--- src/rtl/b1_resp_misr.sv ---
// Response compactor for the b1 stage: folds accepted 4-bit vectors into a Galois MISR.
// Optional macro B1_RESP_CHECK_EN adds a sticky err output for po0 == po3 violations.
module b1_resp_misr #(
   parameter int          SIG_W = 16,
   parameter int          CNT_W = 8,
   parameter logic [15:0] POLY  = 16'h6801,
   parameter logic [15:0] SEED  = 16'hFFFF
) (
   input  logic             clock,
   input  logic             reset,
   input  logic             start,
   input  logic [CNT_W-1:0] num_vec,
   input  logic             in_valid,
   output logic             in_ready,
   input  logic [3:0]       in_po,
   output logic             busy,
   output logic             done,
`ifdef B1_RESP_CHECK_EN
   output logic             err,
`endif
   output logic [SIG_W-1:0] signature,
   output logic [CNT_W-1:0] vec_count
);

   localparam logic [SIG_W-1:0] L_POLY = SIG_W'(POLY);
   localparam logic [SIG_W-1:0] L_SEED = SIG_W'(SEED);

   typedef enum logic [1:0] {
      IDLE = 2'd0,
      RUN  = 2'd1,
      DONE = 2'd2
   } state_t;

   state_t           r_state;
   state_t           w_next_state;
   logic [SIG_W-1:0] r_sig;
   logic [CNT_W-1:0] r_cnt;
   logic [CNT_W-1:0] r_target;
   logic             w_accept;
   logic             w_start_ok;
   logic             w_last;
   logic [SIG_W-1:0] w_sig_next;

   assign w_accept   = in_valid & in_ready;
   assign w_start_ok = start & (r_state != RUN);
   assign w_last     = (r_cnt == CNT_W'(r_target - 1'b1));

   // Left-shift Galois step with the vector injected into the low bits.
   assign w_sig_next = {r_sig[SIG_W-2:0], 1'b0}
                     ^ (r_sig[SIG_W-1] ? L_POLY : '0)
                     ^ SIG_W'(in_po);

   // NOTE: state and datapath registers use non-blocking assignments so every
   // register samples pre-edge values, independent of statement order.
   always_ff @(posedge clock) begin
      if (reset) r_state <= IDLE;
      else       r_state <= w_next_state;
   end

   // NOTE: w_next_state gets a default before the case so no path leaves it
   // unassigned, which would otherwise infer a latch.
   always_comb begin
      w_next_state = r_state;
      case (r_state)
         IDLE, DONE: if (start) w_next_state = (num_vec == '0) ? DONE : RUN;
         RUN:        if (w_accept && w_last) w_next_state = DONE;
         default:    w_next_state = IDLE;
      endcase
   end

   // Outputs decode the state register only, so in_ready has no path from in_valid.
   always_comb begin
      in_ready = 1'b0;
      busy     = 1'b0;
      done     = 1'b0;
      case (r_state)
         RUN:     begin in_ready = 1'b1; busy = 1'b1; end
         DONE:    done = 1'b1;
         default: ;
      endcase
   end

   always_ff @(posedge clock) begin
      if (reset) begin
         r_sig    <= L_SEED;
         r_cnt    <= '0;
         r_target <= '0;
      end else if (w_start_ok) begin
         r_sig    <= L_SEED;
         r_cnt    <= '0;
         r_target <= num_vec;
      end else if (w_accept) begin
         r_sig    <= w_sig_next;
         r_cnt    <= r_cnt + 1'b1;
      end
   end

`ifdef B1_RESP_CHECK_EN
   logic r_err;

   always_ff @(posedge clock) begin
      if (reset)                             r_err <= 1'b0;
      else if (w_start_ok)                   r_err <= 1'b0;
      else if (w_accept && (in_po[0] == in_po[3])) r_err <= 1'b1;
   end

   assign err = r_err;
`endif

   assign signature = r_sig;
   assign vec_count = r_cnt;

endmodule

--- config.mk ---
export PLATFORM = sky130hd
export DESIGN_NAME = b1_resp_misr
export DESIGN_NICKNAME = d
export VERILOG_FILES = /design/src/rtl/b1_resp_misr.sv
export SDC_FILE = /design/constraint.sdc
export NUM_CORES = 1
export LEC_CHECK = 0
export BUFFER_PORTS_ARGS = -buffer_cell sky130_fd_sc_hd__buf_4
export CELL_PAD_IN_SITES_DETAIL_PLACEMENT = 0
export CELL_PAD_IN_SITES_GLOBAL_PLACEMENT = 1
export CORE_MARGIN = 4
export CORE_UTILIZATION = 43
export CTS_BUF_LIST = sky130_fd_sc_hd__clkbuf_4
export DETAILED_ROUTE_END_ITERATION = 7
export GPL_TIMING_DRIVEN = 0
export MAX_ROUTING_LAYER = met4
export PLACE_DENSITY = 0.95
export SETUP_SLACK_MARGIN = 0.2
export SYNTH_ARGS = -nofsm -noshare
export SYNTH_HDL_FRONTEND = slang
export SYNTH_SLANG_ARGS = --single-unit
--- constraint.sdc ---
create_clock -name clock -period 4.1 [get_ports clock]
set_input_delay 0.41 -clock clock [delete_from_list [all_inputs] [get_ports clock]]
set_output_delay 0.41 -clock clock [all_outputs]
set_load 0.03 [all_outputs]
==> impl_metrics.json, run 1 <==
{
  "yosysUniqueCellTypes": 33,
  "synth_area_um2": 1680,
  "rows": 22,
  "holdWs_ps": 334,
  "nets": 273,
  "seq_area_frac_synth": 0.405,
  "maxSlewHeadroom": 0.649,
  "reg2regPathDepth": 7,
  "htree_num_levels": 2,
  "cts.clk_slew.worst_paths_ps": 100,
  "n_fill_cell": 378,
  "grt_overflow": 0,
  "rsz0062_at_grt": "false",
  "regToRegStartpoint": "r_target[0]",
  "wl_um": 3530,
  "grt_max_degree": 11,
  "r2r-end": "r_state[0]",
  "grtUsageTotal": 0.159,
  "cts_setup_buffers": 0,
  "die_area_um2": 4970,
  "fin_crit_sh": 0.577,
  "powerDensity_nw_per_um2": 332,
  "io-pin-count": 43,
  "worst_slack_ps": 1740,
  "tightest_slew_ps": 526,
  "yosysWarnings": 0,
  "antenna_found_initial": 0,
  "clkLatencyLatePin_ps": 340,
  "status": "finished, final reports clean",
  "via_per_inst": 4.95,
  "die_x_um": 70.5,
  "drtIter0Drc": 78,
  "remaining_drc_errors": 0,
  "clockBufferDepth": 2,
  "tns_ps": 0,
  "period_needed_ps": 2360,
  "syn-num-nets": 224,
  "cts_root_buf": "clkbuf_4",
  "worstSetupPathType": "flop to flop",
  "crit_fanout": 6,
  "peakVddDrop_uv": 194,
  "grt_pass1_wl_um": 6160,
  "n_antenna_cell": 0,
  "cp_data_required_time_ps": 4340,
  "synth-seq-cells": 34,
  "setup-violations-final": 0,
  "vias": 1504,
  "placed_area_um2": 2060,
  "layout_commonest_cell": "buf_4",
  "p_leak_nw": 0.936,
  "final_util": 0.568,
  "cp-start-kind": "flop",
  "min_path_type": "input pin to flop",
  "firstDrtPassIters": 4,
  "routabilityCongestion": 0.853,
  "cts-resized-gates": 0,
  "dp_hpwl_um": 2620,
  "syn2layout_area_growth_pct": 25.5,
  "design_area_um2": 2110,
  "cts_tree": "done",
  "grt_pass1_vias": 1456,
  "holdCritStartpoint": "num_vec[3]",
  "synth_edf_count": 0,
  "portBuffers": 42,
  "fmax_ghz": 0.423,
  "hold_viol_final": 0,
  "die_h_um": 70.5,
  "avgSynthCellArea_um2": 8.16,
  "synthCells": 206,
  "worstSetupStartpoint": "r_target[0]",
  "clock-sinks": 34,
  "initial_utilization": 0.452,
  "core_area_um2": 3720,
  "maxSlewViolCount": 0,
  "worst_setup_path_end_kind": "flop",
  "maxCapViolations": 0,
  "cp-endpoint": "r_state[0]",
  "async_flop_share": 0,
  "cts_buffers": 5,
  "dpl_worst_slack_ps": 1760,
  "postRouteAntennaNets": 0,
  "mostFrequentLayoutCells": "52 x buf_4, 43 x nand2_1, 34 x dfxtp_1",
  "arrival_ps": 2600,
  "ctsHoldBuffers": 0,
  "wl_per_cell_um": 11.6,
  "r2r_slack_ps": 1740,
  "synth_flop_cell": "dfxtp_1",
  "drive_gt1_frac": 0.250,
  "fin_worst_skew_ps": 4.17
}
## per-layer routing
layer	global-route usage	vias to the layer above	part of all wire
li1	-	787	-
met1	0.185	679	0.45
met2	0.251	31	0.47
met3	0.0417	7	0.055
met4	0.0809	0	0.019
met5	-	-	0
## cell type report
cell class / instances / area (um2) / share of cell area
flip-flops and latches: 34 / 681 / 0.323
repair buffers: 42 / 315 / 0.149
multi-input cells: 145 / 858 / 0.407
clock buffers: 6 / 45.0 / 0.0214
clock inverters: 2 / 8.76 / 0.00415
plain buffers: 23 / 126 / 0.0599
inverters: 4 / 15.0 / 0.00712
well taps: 48 / 60.1 / 0.0285
## worst min path at each step
| stage | endpoint | slack [ps] | depth (start not counted) |
|---|---|---|---|
| global placement | r_target[7] | 460 | 2 |
| floorplan | r_target[7] | 450 | 2 |
| CTS | r_target[6] | 310 | 3 |
| detailed placement | signature[12] | 480 | 2 |
| global route | r_target[2] | 330 | 3 |
| finish | r_target[3] | 330 | 3 |
## cells in the mapped netlist (2+ instances only)
| cell | number | share of area |
|---|---|---|
| a21oi_1 | 13 | 0.039 |
| nand3_1 | 18 | 0.054 |
| nor4_1 | 3 | 0.011 |
| nand2b_1 | 2 | 0.0074 |
| nand2_1 | 43 | 0.096 |
| buf_2 | 2 | 0.0060 |
| nand4_1 | 5 | 0.019 |
| xnor2_1 | 14 | 0.073 |
| buf_4 | 10 | 0.045 |
| inv_1 | 4 | 0.0089 |
| dfxtp_1 | 34 | 0.41 |
| nor3_1 | 4 | 0.012 |
| ha_1 | 2 | 0.015 |
| nor2_1 | 9 | 0.020 |
| o211ai_1 | 7 | 0.031 |
| xor2_1 | 10 | 0.052 |
| clkbuf_1 | 10 | 0.022 |
## sequential cells by signal (all words and copies together) (netlist names)
| register | flops |
|---|---|
| r_state | 2 |
| signature | 16 |
| r_target | 8 |
| vec_count | 8 |
## logic make-up after synthesis
kind of cell | after synthesis | share of synthesized area
XOR/XNOR | 24 | 0.125
adder cells (fa/ha/maj) | 2 | 0.0149
flip-flops | 34 | 0.405
AND/OR/NAND/NOR | 92 | 0.264
buffers and inverters | 27 | 0.0841
AO/OA/AOI/OAI | 27 | 0.106
## where the power goes
part	total, mW	leakage [nW]	internal [mW]	switching [mW]
Sequential	0.360	0.277	0.345	0.0146
Clock	0.181	0.0331	0.0709	0.110
Combinational	0.159	0.625	0.0720	0.0874
## stage by stage
stage / total power [mW] / instances
floorplan: 0.480 / 206
CTS: 0.711 / 304
detailed placement: 0.528 / 296
global route: 0.742 / 304
global placement: 0.526 / 296
finish: 0.700 / 304
## critical path, stage by stage, from the launching register on
cell and delay (ps):
dfxtp_1 470, inv_1 70, ha_1 280, nor4b_1 180, or3b_2 440, a31o_1 230, a2111o_1 390, a22o_1 210
Power figures use the tool's default switching activity.
==> run 2, diff against run 1 <==
Settings changed: CORE_UTILIZATION 43 to 36, PLACE_DENSITY 0.95 to 0.86.
Clock period 4.1 ns to 2.03 ns, I/O delays scaled along.
==> run 2 against run 1 <==
Compared with the run above: the run now ends with negative setup slack left; clock skew grew 14 ps; sequential cell count stayed put; setup slack worse by 1800 ps; combinational power up 130%; sequential power grew 100%; power is 130% higher; die area rose by 17%; worst hold slack worse by 230 ps; routed wire length rose by 11%; final cell count grew 3.0%; global-route usage down 1.7 points; critical path type unchanged; critical endpoint unchanged; largest power group unchanged; highest routed layer unchanged.
==> impl_metrics.json, run 2 (synthesis gave the netlist of run 1 again) <==
{
  "status": "finished with violations",
  "violations": "negative setup slack",
  "maxSlewHeadroom": 0.681,
  "remaining_drc_errors": 0,
  "largest_reg_flops": 16,
  "antenna_found_initial": 0,
  "grt_overflow": 0,
  "crit_fanout": 5,
  "p_leak_nw": 0.995,
  "cts.clk_slew.worst_paths_ps": 110,
  "clkPwrFrac": 0.313,
  "p_int_mw": 1.14,
  "p_seq_frac": 0.457,
  "io-pin-count": 43,
  "p_comb_frac": 0.230,
  "die_area_um2": 5820,
  "switching_share": 0.284,
  "critPathSlowestCell": "or4b_1",
  "n_fill_cell": 446,
  "tns_ps": -62.6,
  "power_switching_mw": 0.451,
  "maxCapViolations": 0,
  "die_x_um": 76.3,
  "worst_setup_path_end_kind": "flop",
  "initial_utilization": 0.378,
  "cts_buffers": 5,
  "syn2layout_area_growth_pct": 33.1,
  "ctsHoldBuffers": 0,
  "tightest_slew_ps": 478,
  "grt_pass1_wl_um": 6640,
  "gr-max-usage-layer": "met2",
  "clock-sinks": 34,
  "worstSetupPathType": "flop to flop",
  "clkLatencyLatePin_ps": 350,
  "arrival_ps": 2350,
  "rows": 24,
  "grt_max_degree": 12,
  "n_antenna_cell": 0,
  "wl_um": 3920,
  "crit_buf_inv": 1,
  "max_stage_delay_ps": 460,
  "path_delay_family": "compound AO/OA/AOI/OAI gates",
  "dp_hpwl_um": 2800,
  "cp-start-kind": "flop",
  "postRouteAntennaNets": 0,
  "hold_viol_final": 0,
  "clockBufferDepth": 2,
  "grtUsageMet3": 0.0378,
  "gr-usage-met2": 0.232,
  "drtIter0Drc": 58,
  "fin_total_pwr_mw": 1.59,
  "period_needed_ps": 2090,
  "cp_data_required_time_ps": 2290,
  "cts_root_buf": "clkbuf_4",
  "grt_pass1_vias": 1507,
  "maxSlewViolCount": 0,
  "grtUsageTotal": 0.142,
  "powerDensity_nw_per_um2": 711,
  "setup-violations-final": 1,
  "drive_gt1_frac": 0.307,
  "holdWs_ps": 104,
  "via_per_inst": 4.92,
  "fin_crit_sh": 1.03,
  "firstDrtPassIters": 5,
  "fin_worst_skew_ps": 18.3,
  "layout_commonest_cell": "buf_4",
  "vias": 1541,
  "min_path_type": "input pin to flop",
  "htree_num_levels": 2,
  "mostFrequentLayoutCells": "57 x buf_4, 43 x nand2_1, 30 x dfxtp_1",
  "use_met1": 0.168,
  "wl_per_cell_um": 12.5,
  "peakVddDrop_uv": 373,
  "portBuffers": 42,
  "path_cells": "inv_2 > ha_4 > nor4b_4 > or4b_1 > a31o_1 > a2111o_1 > a22o_1",
  "die_h_um": 76.3,
  "routabilityCongestion": 0.758,
  "core_area_um2": 4440,
  "nets": 278,
  "cts_tree": "done",
  "rsz0062_at_grt": "true",
  "worst_slack_ps": -62.6,
  "fmax_ghz": 0.478
}
==> run 2: repair_timing <==
action                     in CTS  in global routing
buffers inserted                5                  0
gates resized for setup         4                  4
setup endpoints to repair      12                  5
pin swaps                       2                  0
==> run 2: worst paths after layout <==
path | from | endpoint | slack (ps) | cells after the start
max | r_target[0] | r_state[0] | -60 | 7
min | num_vec[2] | r_target[2] | 100 | 3
max reg2reg | r_target[0] | r_state[0] | -60 | 7
min reg2reg | signature[11] | signature[12] | 480 | 2
==> run 2: area by class of cell <==
class,instances,area (um2),area share
timing repair buffer,47,353,0.158
clock inverter,2,33.8,0.0151
sequential,34,691,0.309
buffer,23,135,0.0604
inverter,4,15.0,0.00671
tap,52,65.1,0.0291
multi-input combinational,145,900,0.402
clock buffer,6,45.0,0.0201
==> run 2: stage by stage <==
step / cell area, um2 / worst slack [ps] / util / instances
after global routing: 2240 / -133 / 0.503 / 313
after detailed placement: 2100 / -110 / 0.472 / 300
final: 2240 / -62.6 / 0.503 / 313
after global placement: 2100 / -119 / 0.472 / 300
after CTS: 2230 / -68.3 / 0.501 / 313
after floorplan: 1720 / 22.6 / - / 206
==> run 2: worst min-delay path, delay by kind of cell <==
kind / cells / cell delay (ps)
compound gates: 1 / 50
buf+inv: 1 / 110
simple gates: 1 / 60
==> run 2: power groups by stage <==
stage / Sequential, mW / Clock [mW] / Combinational, mW
floorplan: 0.753 / 0 / 0.229
global placement: 0.743 / 0 / 0.338
detailed placement: 0.742 / 0 / 0.341
CTS: 0.726 / 0.511 / 0.364
global route: 0.732 / 0.536 / 0.402
finish: 0.727 / 0.498 / 0.365
==> run 2: routing by layer <==
metal  up-vias  part of all wire
met4         0             0.015
met5         -                 0
met2        35              0.46
met3         7             0.049
met1       701              0.47
li1        798                 -
==> run 3, diff against run 2 <==
Settings changed: CAP_MARGIN set to 0, PLACE_DENSITY 0.86 to 0.8.
==> run 3 against run 2 <==
Compared with the run above: the run still ends with negative setup slack left; non-clock buffer count grew 3; global-route usage is 0.43 points higher; clock power decreased by 2%; sequential cell count is the same; design area up 0.78%; fmax is 0.55% lower; die area unchanged; combinational power barely moved; final cell count is 0.96% higher; via count fell by 1.4%; worst hold slack better by 17 ps.
==> impl_metrics.json, run 3 (synthesis gave the netlist of run 1 again) <==
{
  "status": "finished with violations",
  "remaining_drc_errors": 0,
  "multiInputGateArea_um2": 896,
  "path_delay_family": "compound AO/OA/AOI/OAI gates",
  "grt_overflow": 0,
  "routabilityCongestion": 0.839,
  "ctsHoldBuffers": 0,
  "die_x_um": 76.3,
  "dpl_worst_slack_ps": -125,
  "clock-sinks": 34,
  "rows": 24,
  "syn2layout_area_growth_pct": 34.2,
  "mostFrequentLayoutCells": "60 x buf_4, 43 x nand2_1, 30 x dfxtp_1",
  "seqCellArea_um2": 691,
  "worstSetupStartpoint": "r_target[2]",
  "n_fill_cell": 441,
  "wl_per_cell_um": 12.2,
  "clkLatencyLatePin_ps": 340,
  "largest_reg_flops": 16,
  "arrival_ps": 2340,
  "grt_pass1_wl_um": 6780,
  "worst_slack_ps": -74.2,
  "peakVddDrop_uv": 487,
  "dp_hpwl_um": 2860,
  "clockBufferDepth": 2,
  "cp-start-kind": "flop",
  "maxCapViolations": 0,
  "min_path_type": "input pin to flop",
  "core_area_um2": 4440,
  "firstDrtPassIters": 4,
  "worstSetupPathType": "flop to flop",
  "drtIter0Drc": 73,
  "violations": "negative setup slack",
  "nets": 281,
  "htree_num_levels": 2,
  "fin_crit_sh": 1.04,
  "maxSlewHeadroom": 0.698,
  "rsz0062_at_grt": "true",
  "fmax_ghz": 0.475,
  "tightest_slew_ps": 453,
  "initial_utilization": 0.378,
  "worst_setup_path_end_kind": "flop",
  "finalNonFillerCells": 316,
  "drive_gt1_frac": 0.322,
  "holdCritStartpoint": "num_vec[2]",
  "critPathSlowestCell": "or4b_4",
  "p_leak_nw": 1.01,
  "crit_buf_inv": 1,
  "grtUsageTotal": 0.146,
  "cp_data_required_time_ps": 2270,
  "maxSlewViolCount": 0,
  "fin_worst_skew_ps": 6.25,
  "wl_um": 3850,
  "cts_tree": "done",
  "layout_commonest_cell": "buf_4",
  "die_h_um": 76.3,
  "hold_viol_final": 0,
  "io-pin-count": 43,
  "path_cells": "buf_6 > nor4_4 > or4b_4 > a31o_1 > a2111o_1 > a22o_1",
  "period_needed_ps": 2100,
  "setup-violations-final": 1,
  "grt_pass1_vias": 1485,
  "cts_buffers": 5,
  "grt_max_degree": 12,
  "powerDensity_nw_per_um2": 701,
  "vias": 1519,
  "n_antenna_cell": 0,
  "postRouteAntennaNets": 0,
  "regToRegStartpoint": "r_target[2]",
  "max_stage_delay_ps": 480,
  "crit_fanout": 5,
  "via_per_inst": 4.81,
  "dp_cells": 300,
  "cts.clk_slew.worst_paths_ps": 100,
  "antenna_found_initial": 0,
  "die_area_um2": 5820,
  "cts_root_buf": "clkbuf_4",
  "portBuffers": 42
}
[run 3: changes by cell type in the layout (fill, tap and decap cells not counted), sizes merged]
cell and delta:
clkinv +1, buf +3, clkbuf -1
[run 3: metrics by stage]
step | util | hold WS, ps | power [mW] | setup TNS, ps | instance area, um2
after floorplan | - | 340 | 0.983 | 0 | 1720
after global placement | 0.472 | 462 | 1.08 | -122 | 2100
after detailed placement | 0.472 | 477 | 1.08 | -129 | 2100
after CTS | 0.502 | 116 | 1.60 | -49.8 | 2230
after global routing | 0.507 | 117 | 1.68 | -270 | 2250
final | 0.507 | 120 | 1.58 | -74.2 | 2250
[run 3: where the power goes]
| group | leakage [nW] | total [mW] | internal, mW | switching, mW |
|---|---|---|---|---|
| Combinational | 0.688 | 0.366 | 0.175 | 0.191 |
| Clock | 0.0450 | 0.487 | 0.255 | 0.232 |
| Sequential | 0.280 | 0.726 | 0.697 | 0.0293 |
| Total | 1.01 | 1.58 | 1.13 | 0.453 |
[run 3: final timing paths]
path                       to  slack [ps]  depth (start not counted)
setup / recovery   r_state[0]         -70                          6
hold / removal    r_target[2]         120                          3
setup reg to reg   r_state[0]         -70                          6
hold reg to reg   r_target[7]         490                          2
[run 3: cell type report]
cell class,instances,area share
multi-input combinational,145,0.397
sequential,34,0.306
timing repair buffer,50,0.166
buffer,23,0.0599
tap,52,0.0289
clock inverter,3,0.0178
clock buffer,5,0.0166
inverter,4,0.00666
[run 3: worst reg2reg max path, stage by stage, from the launching register on]
cell      delay, ps
dfxtp_2         330
buf_6           120
nor4_4          260
or4b_4          480
a31o_1          190
a2111o_1        410
a22o_1          210
[run 3: what timing repair did]
item	CTS	global route
gates resized for setup	3	6
endpoints found under the setup margin	12	13
pin swaps	2	1
setup buffers	6	2
gates cloned	0	0
[run 3: metal layers]
layer	track usage	routed length [um]	vias up
li1	-	-	804
met1	0.177	1820	682
met2	0.231	1820	29
met3	0.0485	178	4
met4	0.0435	23	0
met5	-	0	-
